## src/rtl/fiapp_chk_fifo.sv

```systemverilog
// Synchronous FIFO with valid/ready head, full flag, synchronous clear and
// acceptance of a push when full if the head is popped in the same cycle.
module fiapp_chk_fifo #(
   parameter int DEPTH = 4,
   parameter int W     = 36
) (
   input  logic         clk,
   input  logic         reset,
   input  logic         clear,
   input  logic         push,
   input  logic [W-1:0] push_data,
   output logic         valid,
   input  logic         ready,
   output logic [W-1:0] data,
   output logic         full
);
   localparam int            AW       = $clog2(DEPTH);
   localparam logic [AW:0]   CNT_FULL = (AW+1)'(DEPTH);
   localparam logic [AW:0]   CNT_ONE  = (AW+1)'(1'b1);
   localparam logic [AW-1:0] PTR_ONE  = AW'(1'b1);

   logic [W-1:0]  mem_r [DEPTH];
   logic [AW-1:0] wr_ptr_r;
   logic [AW-1:0] rd_ptr_r;
   logic [AW:0]   count_r;
   logic          pop_s;
   logic          wr_s;

   // Handshake decode; head data reads as zero when empty
   always_comb begin
      valid = (count_r != {(AW+1){1'b0}});
      full  = (count_r == CNT_FULL);
      pop_s = valid && ready;
      wr_s  = push && !clear && (!full || pop_s);
      if (valid) begin
         data = mem_r[rd_ptr_r];
      end else begin
         data = {W{1'b0}};
      end
   end

   // Pointer and occupancy bookkeeping
   always_ff @(posedge clk or posedge reset) begin
      if (reset) begin
         wr_ptr_r <= {AW{1'b0}};
         rd_ptr_r <= {AW{1'b0}};
         count_r  <= {(AW+1){1'b0}};
      end else if (clear) begin
         wr_ptr_r <= {AW{1'b0}};
         rd_ptr_r <= {AW{1'b0}};
         count_r  <= {(AW+1){1'b0}};
      end else begin
         if (wr_s) begin
            wr_ptr_r <= wr_ptr_r + PTR_ONE;
         end
         if (pop_s) begin
            rd_ptr_r <= rd_ptr_r + PTR_ONE;
         end
         case ({wr_s, pop_s})
            2'b10:   count_r <= count_r + CNT_ONE;
            2'b01:   count_r <= count_r - CNT_ONE;
            default: count_r <= count_r;
         endcase
      end
   end

   // Entry storage; when full with a pop, the slot being popped is reused
   always_ff @(posedge clk) begin
      if (wr_s) begin
         mem_r[wr_ptr_r] <= push_data;
      end
   end

endmodule

```

## config.mk

```make
export PLATFORM = sky130hd
export DESIGN_NAME = fiapp_chk_fifo
export DESIGN_NICKNAME = d
export VERILOG_FILES = /design/src/rtl/fiapp_chk_fifo.sv
export SDC_FILE = /design/constraint.sdc
export NUM_CORES = 1
export LEC_CHECK = 0
export CELL_PAD_IN_SITES_DETAIL_PLACEMENT = 0
export CELL_PAD_IN_SITES_GLOBAL_PLACEMENT = 2
export CORE_ASPECT_RATIO = 0.9
export CORE_MARGIN = 2
export CORE_UTILIZATION = 45
export DETAILED_ROUTE_END_ITERATION = 8
export PLACE_DENSITY_LB_ADDON = 0.05
export RECOVER_POWER = 100
export SLEW_MARGIN = 20
export SYNTH_ARGS = -nofsm -noshare
export SYNTH_HDL_FRONTEND = slang
export SYNTH_SLANG_ARGS = --single-unit
```

## constraint.sdc

```tcl
create_clock -name clk -period 4.7 [get_ports clk]
set_input_delay 0.705 -clock clk [delete_from_list [all_inputs] [get_ports clk]]
set_output_delay 0.705 -clock clk [all_outputs]
set_load 0.01 [all_outputs]
```

==> results.md <==
* Min setup slack post-route at 748 ps
* Post-route ant nets at 0
* Layout Utilization at 0.561
* Lkg Pwr at 2.45 nW
* CP Cell Sequence: mux4_2 -> nor2b_1 -> dlygate4sd3_1
* Seq cells post-synth at 151
* Met3 Track Usage GR at 0.0521
* # rows at 40
* Post-Syn Nets at 336
* Post-synth ARST share at 0.0464
* Setup Buffers After CTS at 0
* Register Area at 4500 µm²
* Post-synth top cells: edfxtp_1 (144), mux4_2 (36), nor2b_1 (36), buf_2 (12), inv_1 (8)
* CTS tree: built
* Area occupied by multi-input gates at approximately 1400 µm²
* Largest area contributor in the netlist: edfxtp_1
* Slew HR at -0.281
* Post-cts resize count at 0
* CTS Hold Bufs at 0
* DR iter-0 viols at 206
* Dpl cells at 523
* First-pass GRT wire length at 16500 µm
* Worst EP required at 3990 ps
* R2r setup slk at roughly 1700 ps
* Remaining DRCs at 0
* Clock Tree Buf Depth at 2
* WL/cell at 19.2 µm
* Core Area at around 13000 µm²
* Crit start category: register
* Diode count at 0
* CTS sink count at 151
* CP Buf/Inv Count at 1
* M1 GR Usage at 0.208
* Final setup TNS at 0 ps
* Initial antenna violation count at 0
* Failing checks: max-capacitance violations, max-slew violations
* Peak supply drop at 0.227 mV
* Most frequent cell after synthesis: edfxtp_1
* Area share of the largest cell type after synthesis at 0.721
* Total Power at between 3 and 4 mW
* Critical path capture point type: output port
* Die H at 114 µm
* Global route hottest layer: met2
* Mapped Avg Cell Area at roughly 21 µm²
* Total GRT Usage at 0.160
* Design area at between 7000 and 8000 µm²
* Worst-Margin Slew at slightly below 2000 ps
* Layout Cells excl Fill at 551
* Synth Flop Type: edfxtp_1
* Pwr dens at 427 nW/µm²
* Critical Path Fanout Max at 37
* Post-Syn Area at 6000 µm²
* Seq/Total Area, Yosys at 0.750
* Root buf cell: clkbuf_16
* Die width at between 100 and 150 µm
* Port Buf Inserts at around 80
* RSZ-0062 raised after global routing: false
* Post-Place Cell Area at 6930 µm²
* Clk_lat worst skew at between 400 and 500 ps
* Largest net degree at the start of global routing at 38
* Maximum clock frequency at 253 MHz
* Worst-path clk slew at 50 ps
* Number of synthesized flops with an enable pin at 144
* Average via count per standard cell at 5.15
* Syn-to-layout area delta at 23.0%
* Synth Instances at 290
* Htree depth at 4
* Final wirelength at 10600 µm
* Crit path max-delay family: flip-flops
* Vias in the first global route at approximately 3.0k
* Worst EP arrival at 3250 ps
* Met2 Use GR at 0.255
* Hold WC Path Type: register to register
* Crit-path max cell delay at 1550 ps
* Routed via count at 2837
* Max Cap Violations at 5
* Gpl congestion at 0.689
* Die ar. at 14300 µm²
* Grt total ovfl at 0
* Fillers at approximately 1.0k
* First-pass DRT Iterations at 6
* Initial core utilization at 0.456
* Top-Level Pins at 79
* WS Path Type: register to output port
* Setup violations, final at 0
* Synth warn at 0
* HPWL Detailed at a little over 6000 µm
* Nets at 420
* Layout cells sized above 1 at 0.167
* Final hold viol count at 0
* Slew Limit Fails at 186
* Post-Place Setup Slack at 1570 ps
* Status: finished with violations
* Synth cell types at 35
* Synth top area cells: edfxtp_1 (72%), mux4_2 (14%), nor2b_1 (3.8%)
* Final Critical Period at 3950 ps
* Fin crit share at 0.841
* Max Clock Skew at 5.71 ps
* CP max stage cell: dfrtp_1
* CTS Buf Count at 17
* Min Hold Slack at about 540 ps
sequential cells by signal, summed over array words and instances (netlist names):
register and cells:
mem_r 144, wr_ptr_r 2, rd_ptr_r 2, count_r 3
cell families (layout without fill, tap and decap cells):
kind of cell | after synthesis | in the layout | synth area share
muxes | 38 | 38 | 0.139
adders and majority gates | 5 | 5 | 0.0117
xor gates and xnor gates | 4 | 4 | 0.00584
AOI/OAI and AO/OA | 14 | 14 | 0.0161
and+or+nand+nor | 54 | 54 | 0.0561
DFF | 151 | 151 | 0.750
buffers and inverters | 24 | 117 | 0.0219
report_power, final:
group	total, mW	internal (mW)	switching [mW]
Sequential	1.57	1.54	0.0373
Clock	1.11	0.648	0.461
Combinational	0.471	0.254	0.217
Total	3.15	2.44	0.715
layout make-up:
cell class | count | area share
sequential | 151 | 0.610
inverter | 8 | 0.00407
timing repair buffer | 81 | 0.109
clock buffer | 19 | 0.0587
tap | 168 | 0.0285
multi-input combinational | 115 | 0.185
clock inverter | 9 | 0.00543
routing by layer:
layer | part of all wire | vias to the layer above
met5 | 0 | -
met4 | 0.010 | 0
met3 | 0.036 | 10
met2 | 0.50 | 57
met1 | 0.46 | 1456
li1 | - | 1314
path summary, 6_finish.rpt:
path | from | to | depth (start not counted)
min | wr_ptr_r[0] | wr_ptr_r[0] | 1
min reg2reg | wr_ptr_r[0] | wr_ptr_r[0] | 1
max reg2reg | count_r[0] | mem_r[3][23] | 3
min in group asynchronous | reset | wr_ptr_r[1] | 2
max in group asynchronous | reset | rd_ptr_r[0] | 2
max | rd_ptr_r[1] | data[11] | 3
cell usage in the layout, fill, tap and decap left out:
cell and instances:
clkdlybuf4s50_1 6, nand3_1 3, mux4_2 36, nand2b_1 1, inv_1 8, dfrtp_1 6, and2_1 4, clkinv_1 4
mux2_1 1, nor4b_1 1, nor2b_1 36, fa_1 1, o21ai_0 2, a21oi_1 4, o2111ai_1 2, nor3_2 1
buf_4 3, a32oi_1 1, nor3b_1 1, ha_1 4, nand2_1 2, o31ai_1 1, clkbuf_16 17, a21boi_0 1
or3b_1 1, o311ai_1 1, or2_2 1, clkbuf_1 2, edfxtp_1 144, mux2i_1 1, dlygate4sd3_1 72, dfrtp_2 1
a31oi_1 1, xor2_1 3, clkinv_2 5, nor2_1 3, xnor2_1 1, o22ai_1 1
Power figures use the tool's default switching activity.
